<file path="config.mk">
export PLATFORM = sky130hd
export DESIGN_NAME = fp_addsub_seq
export DESIGN_NICKNAME = d
export VERILOG_FILES = /design/src/rtl/addpkg.sv /design/src/rtl/fp_lzc.sv /design/src/rtl/fp_addsub_seq.sv
export SDC_FILE = /design/constraint.sdc
export NUM_CORES = 1
export LEC_CHECK = 0
export ABC_AREA = 0
export CAP_MARGIN = 10
export CORE_MARGIN = 2
export CORE_UTILIZATION = 23
export DETAILED_ROUTE_END_ITERATION = 8
export PLACE_DENSITY = 0.37
export SETUP_SLACK_MARGIN = 0.4
export SLEW_MARGIN = 10
export SYNTH_ARGS = -nofsm -noshare
export SYNTH_HDL_FRONTEND = slang
export SYNTH_HIERARCHICAL = 1
export SYNTH_SLANG_ARGS = --single-unit
</file>
<file path="constraint.sdc">
create_clock -name clk -period 6.39 [get_ports clk]
set_clock_uncertainty 0.1 [all_clocks]
set_input_delay 1.278 -clock clk [delete_from_list [all_inputs] [get_ports clk]]
set_output_delay 1.278 -clock clk [all_outputs]
set_load 0.02 [all_outputs]
</file>
<file path="src/rtl/addpkg.sv">
// addpkg: shared types and constants for the sequential FP add/sub engine
package addpkg;

   typedef enum logic [1:0] {
      ERR_NONE,
      ERR_INVALID,
      ERR_OVERFLOW,
      ERR_UNDERFLOW
   } o_err_t;

   typedef enum logic [2:0] {
      CLS_ZERO,
      CLS_DENORM,
      CLS_NORM,
      CLS_INF,
      CLS_NAN
   } cls_t;

   typedef enum logic [2:0] {
      S_IDLE,
      S_UNPACK,
      S_ALIGN,
      S_ADD,
      S_NORM,
      S_ROUND,
      S_DONE
   } state_t;

   localparam int          EXP_BIAS = 127;
   localparam int          EXP_MAX  = 255;
   localparam logic [31:0] QNAN     = 32'h7FC00000;

   function automatic cls_t classify(input logic ez, input logic emax, input logic fz);
      return ez ? (fz ? CLS_ZERO : CLS_DENORM) : emax ? (fz ? CLS_INF : CLS_NAN) : CLS_NORM;
   endfunction

endpackage

</file>
<file path="src/rtl/fp_lzc.sv">
// fp_lzc: leading-zero counter, returns W for an all-zero input
module fp_lzc #(
   parameter int W  = 28,
   parameter int ZW = $clog2(W + 1)
) (
   input  logic [W-1:0]  a,
   output logic [ZW-1:0] z
);

   // Scan upward so the highest set bit wins
   always_comb begin
      z = ZW'(W);
      for (int i = 0; i < W; i++)
         if (a[i]) z = ZW'(W - 1 - i);
   end

endmodule

</file>
<file path="src/rtl/fp_addsub_seq.sv">
// fp_addsub_seq: multi-cycle handshaked binary32 add/subtract engine
module fp_addsub_seq
   import addpkg::*;
#(
   parameter int EXP_BITS = 8,
   parameter int SIG_BITS = 23,
   parameter int GRS_BITS = 3
) (
   input  logic                         clk,
   input  logic                         rst,
   input  logic                         in_valid,
   output logic                         in_ready,
   input  logic                         opcode,
   input  logic                         sign1,
   input  logic                         sign2,
   input  logic [EXP_BITS-1:0]          exp1,
   input  logic [EXP_BITS-1:0]          exp2,
   input  logic [SIG_BITS-1:0]          sig1,
   input  logic [SIG_BITS-1:0]          sig2,
   output logic                         out_valid,
   input  logic                         out_ready,
   output logic [EXP_BITS+SIG_BITS:0]   fp_out,
   output o_err_t                       err_o
);

   localparam int M  = SIG_BITS + 1;
   localparam int W  = M + GRS_BITS;
   localparam int S  = W + 1;
   localparam int FW = 1 + EXP_BITS + SIG_BITS;
   localparam int EW = EXP_BITS + 1;
   localparam int ZW = $clog2(S + 1);
   localparam logic [EW-1:0] ONE_E = EW'(1);

   state_t state, nxt;

   logic                r_op, r_s1, r_s2;
   logic [EXP_BITS-1:0] r_e1, r_e2;
   logic [SIG_BITS-1:0] r_f1, r_f2;

   logic                u_s1, u_s2;
   logic [EXP_BITS-1:0] u_e1, u_e2;
   logic [M-1:0]        u_m1, u_m2;
   cls_t                u_c1, u_c2;

   logic                a_s, a_sub, a_zs, sp_v, sp_inv, sp_s;
   logic [EXP_BITS-1:0] a_e;
   logic [W-1:0]        a_x, a_y;

   logic [S-1:0]        d_sum;

   logic [W-1:0]        n_m;
   logic [EW-1:0]       n_e;
   logic                n_nz;

   logic                h1, h2;
   logic                swap, xs, ys, nan, i1, i2;
   logic [EXP_BITS-1:0] xe, ye, dif;
   logic [M-1:0]        xm, ym;
   logic [W-1:0]        ext, shr;
   logic                stk;

   logic [S-1:0]        sum;

   logic [ZW-1:0]       lz;
   logic                cy;
   logic [EW-1:0]       zm1, lim, sh;
   logic [W-1:0]        nm;
   logic [EW-1:0]       ne;

   logic                inc, ovf, uf, sgn;
   logic [M:0]          rm;
   logic [M-1:0]        mant;
   logic [EW-1:0]       re, ef;
   logic [FW-1:0]       fin, res;
   o_err_t              err;

   // Control state register
   always_ff @(posedge clk or posedge rst)
      if (rst) state <= S_IDLE;
      else state <= nxt;

   // Fixed one-cycle-per-stage sequence with handshake outputs
   always_comb begin
      nxt       = state;
      in_ready  = 1'b0;
      out_valid = 1'b0;
      case (state)
         S_IDLE: begin
            in_ready = 1'b1;
            if (in_valid) nxt = S_UNPACK;
         end
         S_UNPACK: nxt = S_ALIGN;
         S_ALIGN:  nxt = S_ADD;
         S_ADD:    nxt = S_NORM;
         S_NORM:   nxt = S_ROUND;
         S_ROUND:  nxt = S_DONE;
         S_DONE: begin
            out_valid = 1'b1;
            if (out_ready) nxt = S_IDLE;
         end
         default:  nxt = S_IDLE;
      endcase
   end

   assign h1 = |r_e1;
   assign h2 = |r_e2;

   assign swap = {u_e2, u_m2} > {u_e1, u_m1};
   assign xs   = swap ? u_s2 : u_s1;
   assign ys   = swap ? u_s1 : u_s2;
   assign xe   = swap ? u_e2 : u_e1;
   assign ye   = swap ? u_e1 : u_e2;
   assign xm   = swap ? u_m2 : u_m1;
   assign ym   = swap ? u_m1 : u_m2;
   assign dif  = xe - ye;
   assign ext  = {ym, {GRS_BITS{1'b0}}};
   assign shr  = ext >> dif;
   assign stk  = |(ext & ~({W{1'b1}} << dif));
   assign nan  = (u_c1 == CLS_NAN) || (u_c2 == CLS_NAN);
   assign i1   = u_c1 == CLS_INF;
   assign i2   = u_c2 == CLS_INF;

   assign sum = a_sub ? {1'b0, a_x} - {1'b0, a_y} : {1'b0, a_x} + {1'b0, a_y};

   fp_lzc #(.W(S), .ZW(ZW)) u_lzc (
      .a (d_sum),
      .z (lz)
   );

   assign cy  = d_sum[S-1];
   assign zm1 = EW'(lz) - ONE_E;
   assign lim = {1'b0, a_e} - ONE_E;
   assign sh  = zm1 > lim ? lim : zm1;
   assign nm  = cy ? {d_sum[S-1:2], |d_sum[1:0]} : d_sum[W-1:0] << sh;
   assign ne  = cy ? {1'b0, a_e} + ONE_E : {1'b0, a_e} - sh;

   assign inc  = n_m[GRS_BITS-1] & (|n_m[GRS_BITS-2:0] | n_m[GRS_BITS]);
   assign rm   = {1'b0, n_m[W-1:GRS_BITS]} + {{M{1'b0}}, inc};
   assign mant = rm[M] ? rm[M:1] : rm[M-1:0];
   assign re   = rm[M] ? n_e + ONE_E : n_e;
   assign ef   = mant[M-1] ? re : '0;
   assign ovf  = ef >= EW'(EXP_MAX);
   assign uf   = n_nz && !mant[M-1];
   assign sgn  = n_nz ? a_s : a_zs;
   assign fin  = {sgn, ef[EXP_BITS-1:0], mant[SIG_BITS-1:0]};
   assign res  = sp_v ? (sp_inv ? FW'(QNAN) : {sp_s, {EXP_BITS{1'b1}}, {SIG_BITS{1'b0}}})
               : ovf  ? {a_s, {EXP_BITS{1'b1}}, {SIG_BITS{1'b0}}} : fin;
   assign err  = sp_v ? (sp_inv ? ERR_INVALID : ERR_NONE)
               : ovf  ? ERR_OVERFLOW : uf ? ERR_UNDERFLOW : ERR_NONE;

   // Stage registers; each stage loads only in its own state and then holds
   always_ff @(posedge clk) begin
      if (state == S_IDLE && in_valid) begin
         r_op <= opcode;
         r_s1 <= sign1;
         r_s2 <= sign2;
         r_e1 <= exp1;
         r_e2 <= exp2;
         r_f1 <= sig1;
         r_f2 <= sig2;
      end
      if (state == S_UNPACK) begin
         u_s1 <= r_s1;
         u_s2 <= r_s2 ^ r_op;
         u_e1 <= h1 ? r_e1 : EXP_BITS'(1);
         u_e2 <= h2 ? r_e2 : EXP_BITS'(1);
         u_m1 <= {h1, r_f1};
         u_m2 <= {h2, r_f2};
         u_c1 <= classify(!h1, &r_e1, ~|r_f1);
         u_c2 <= classify(!h2, &r_e2, ~|r_f2);
      end
      if (state == S_ALIGN) begin
         a_s    <= xs;
         a_e    <= xe;
         a_sub  <= xs ^ ys;
         a_x    <= {xm, {GRS_BITS{1'b0}}};
         a_y    <= {shr[W-1:1], shr[0] | stk};
         a_zs   <= u_s1 & u_s2;
         sp_v   <= nan | i1 | i2;
         sp_inv <= nan | (i1 & i2 & (u_s1 ^ u_s2));
         sp_s   <= i1 ? u_s1 : u_s2;
      end
      if (state == S_ADD) d_sum <= sum;
      if (state == S_NORM) begin
         n_m  <= nm;
         n_e  <= ne;
         n_nz <= |d_sum;
      end
   end

   // Result and error code, loaded as ROUND completes and held through DONE
   always_ff @(posedge clk or posedge rst)
      if (rst) begin
         fp_out <= '0;
         err_o  <= ERR_NONE;
      end else if (state == S_ROUND) begin
         fp_out <= res;
         err_o  <= err;
      end

endmodule

</file>
==> out/metrics.csv, run 1 <==
metric,value,unit
status,"finished, final reports clean",
Synth warnings,6,
worst path required time,6580,ps
Main synth FF type,edfxtp_1,
final setup vio count,0,
Synth area leader,edfxtp_1,
Cell Rows,108,
min Tclk post-route,5670,ps
Avg Inst Size Synth,9.66,sq um
worst-path maximum fanout,7,
post-synth top area share,0.398,
H-tree depth,2,
drt first pass iters,5,
"wirelength, routed",67300,um
measured slew at the worst slew-check pin,1060,ps
die height,300,um
Core ar.,86800,sq um
die width,300,um
Netlist cell types,85,
critical path endpoint category,flip-flop,
post-synthesis async set-or-reset flop share,0.122,
vias in the first global route,17000,
fraction of layout instances using a drive strength above 1,0.105,
RSZ-0062 raised after global routing,true,
synth top area cells,"edfxtp_1, ha_1, nand2_1",
CTS Sinks,304,
"Slew Viols, Final",0,
Initial Util,0.232,
max_cap viols,0,
DR vias,16800,
final setup TNS,0,ps
DRT antenna net count,0,
DRT iter0 DRCs,1074,
CTS tree,done,
"EDFF count, synth",267,
hpwl dp,51400,um
Synth Instances,2086,
HP Class,flip-flop to flip-flop,
Critical Path AT,5860,ps
largest net degree at the start of global routing,66,
Overflow after GRT,0,
period utilization,0.887,
crit path launch type,flip-flop,
Max Fclk,176,MHz
Vias/cell,4.92,
first-pass GRT wire length,103000,um
CTS Buf Count,39,
initial antenna violation count,1,
PortBufs,104,
sequential area share after synthesis,0.444,
drt drc,0,
worst relative slew slack,0.288,
area growth from synthesis to layout,20.7,%
GRT Overall Usage,0.147,
Clock Path Buffers,3,
drt wl/cell,19.8,um
critical path type,flip-flop to flip-flop,
Worst-Skew Late Latency,570,ps
IO Count,105,
n_diodes,0,
nets,2401,
Mapped Nets,2262,
Filler Cell Count,9166,
Clock Pin Slew Worst Setup and Hold Paths,60,ps
Synth Cell Area,20100,sq um
Final Hold Violating Endpoints,0,
hold buffer count at cts,0,
synthesized flop and latch total,304,
total die area,90000,sq um
Root Driver,clkbuf_16,
routability cong.,0.887,
worst max-delay path, stage by stage (launching register included):
cell	delay [ps]
edfxtp_1	450
buf_4	190
o41ai_2	300
o211ai_1	210
a21oi_2	250
inv_1	80
ha_1	300
inv_1	70
ha_1	300
nor2b_1	130
o21a_1	160
o21a_1	160
o21ai_1	150
a21oi_2	120
o2111ai_4	320
buf_4	170
nand3_1	120
a22oi_2	300
nand3_1	140
buf_4	190
o21ai_0	170
o211a_1	200
ha_1	250
inv_1	90
o21bai_1	90
a21o_1	200
a21oi_2	140
xnor2_1	70
placed cells by master, fill, tap and decap left out, types with 24 or more instances in the layout:
| master | Yosys | layout |
|---|---|---|
| o211ai_1 | 36 | 36 |
| nand4_1 | 28 | 28 |
| inv_1 | 114 | 114 |
| dfrtp_1 | 37 | 37 |
| clkbuf_16 | 0 | 40 |
| edfxtp_1 | 267 | 267 |
| a22oi_1 | 25 | 24 |
| nand2_1 | 261 | 259 |
| xor2_1 | 31 | 30 |
| a211oi_1 | 51 | 50 |
| a21oi_1 | 108 | 103 |
| buf_4 | 0 | 106 |
| mux2i_1 | 71 | 71 |
| nor2_1 | 136 | 133 |
| clkdlybuf4s50_1 | 0 | 104 |
| ha_1 | 105 | 105 |
| o21ai_0 | 131 | 127 |
| xnor2_1 | 47 | 45 |
| nand3_1 | 67 | 67 |
| nor3_1 | 71 | 67 |
| nor4_1 | 35 | 34 |
synthesized netlist by cell type (6+ instances only):
cell type / n
a21oi_1: 108
nand4_1: 28
a311oi_1: 7
dfrtp_1: 37
nand2_1: 261
mux2i_1: 71
o2111ai_1: 6
buf_2: 9
inv_1: 114
nand3_1: 67
a211oi_1: 51
and3_1: 14
xor2_1: 31
o22ai_1: 22
o21ai_0: 131
clkbuf_1: 94
a31oi_1: 13
o22a_1: 9
a21boi_0: 11
nor3_1: 71
buf_1: 7
o21a_1: 15
a21o_1: 20
ha_1: 105
and2_1: 9
o31ai_1: 11
nor2_1: 136
o31a_1: 6
mux4_2: 13
a32oi_1: 6
nor2b_1: 14
nand2b_1: 19
nor4_1: 35
xnor2_1: 47
a22oi_1: 25
edfxtp_1: 267
o211ai_1: 36
o21bai_1: 9
mux2_2: 14
or3_1: 20
final cells by class:
class / count / area (sq um) / share of cell area
repair buffers: 210 / 1840 / 0.0755
flip-flops and latches: 304 / 8940 / 0.368
clock buffers: 52 / 1070 / 0.0438
multi-input cells: 1554 / 10500 / 0.431
well taps: 1155 / 1450 / 0.0594
inverters: 116 / 435 / 0.0179
clock inverters: 17 / 96.3 / 0.00396
cell families (layout without fill, tap and decap cells):
logic type / after synthesis / after routing / synth area share
AND/OR/NAND/NOR: 707 / 707 / 0.166
buffers and inverters: 229 / 395 / 0.0440
AO/OA/AOI/OAI: 563 / 564 / 0.187
adder cells (fa/ha/maj): 107 / 107 / 0.0672
multiplexers: 98 / 98 / 0.0576
XOR/XNOR: 78 / 78 / 0.0339
flip-flops: 304 / 304 / 0.444
metrics by stage:
stage	util	worst slack [ps]	hold slack, ps	std cells	area, sq um
floorplan	-	387	300	2086	20200
global placement	0.263	333	324	3303	22800
detailed placement	0.263	234	313	3303	22800
CTS	0.276	408	335	3376	24000
global route	0.280	337	343	3408	24300
finish	0.280	719	329	3408	24300
timing repair:
item	in CTS	in global routing
gates cloned	0	1
setup endpoints to repair	2	33
gates resized for setup	2	24
pin swaps	1	11
setup buffers	4	31
hold endpoints to repair	0	0
metal layers:
layer | share of wire | GRT usage
met5 | 0 | 0
met4 | 0.039 | 0.0585
met3 | 0.043 | 0.0211
met2 | 0.49 | 0.254
met1 | 0.43 | 0.185
state kept, by name (all words and copies together), names as in the netlist, 2 cells and up:
signal	flops
d_sum	28
u_e2	8
r_f2	23
a_e	8
u_c2	3
u_e1	8
r_e1	8
u_m2	24
u_c1	3
r_e2	8
n_e	9
n_m	27
state	3
a_y	27
u_m1	24
r_f1	23
fp_out	32
a_x	24
err_o	2
worst paths after layout:
check | start | to | slack (ps) | cells past startpoint
max | d_sum[7]$_DFFE_PP_ | n_e[8]$_DFFE_PN_ | 720 | 27
min | r_s1$_DFFE_PP_ | u_s1$_DFFE_PN_ | 330 | 0
max reg2reg | d_sum[7]$_DFFE_PP_ | n_e[8]$_DFFE_PN_ | 720 | 27
min reg2reg | r_s1$_DFFE_PP_ | u_s1$_DFFE_PN_ | 330 | 0
max in group asynchronous | rst | fp_out[10]$_DFFE_PP0P_ | 4790 | 3
min in group asynchronous | rst | state[1]$_DFFE_PP0P_ | 1040 | 3
Power of run 1 is not shown: default switching activity piles up to over one toggle a cycle in this logic, so the estimate is an artifact.
==> run 2, diff against run 1 <==
HOLD_SLACK_MARGIN = 0.03   (was not set)
==> results of run 2 <==
The final DEF is identical to that of run 1; final timing and power are the same.
Power of run 2 is left out for the same reason.
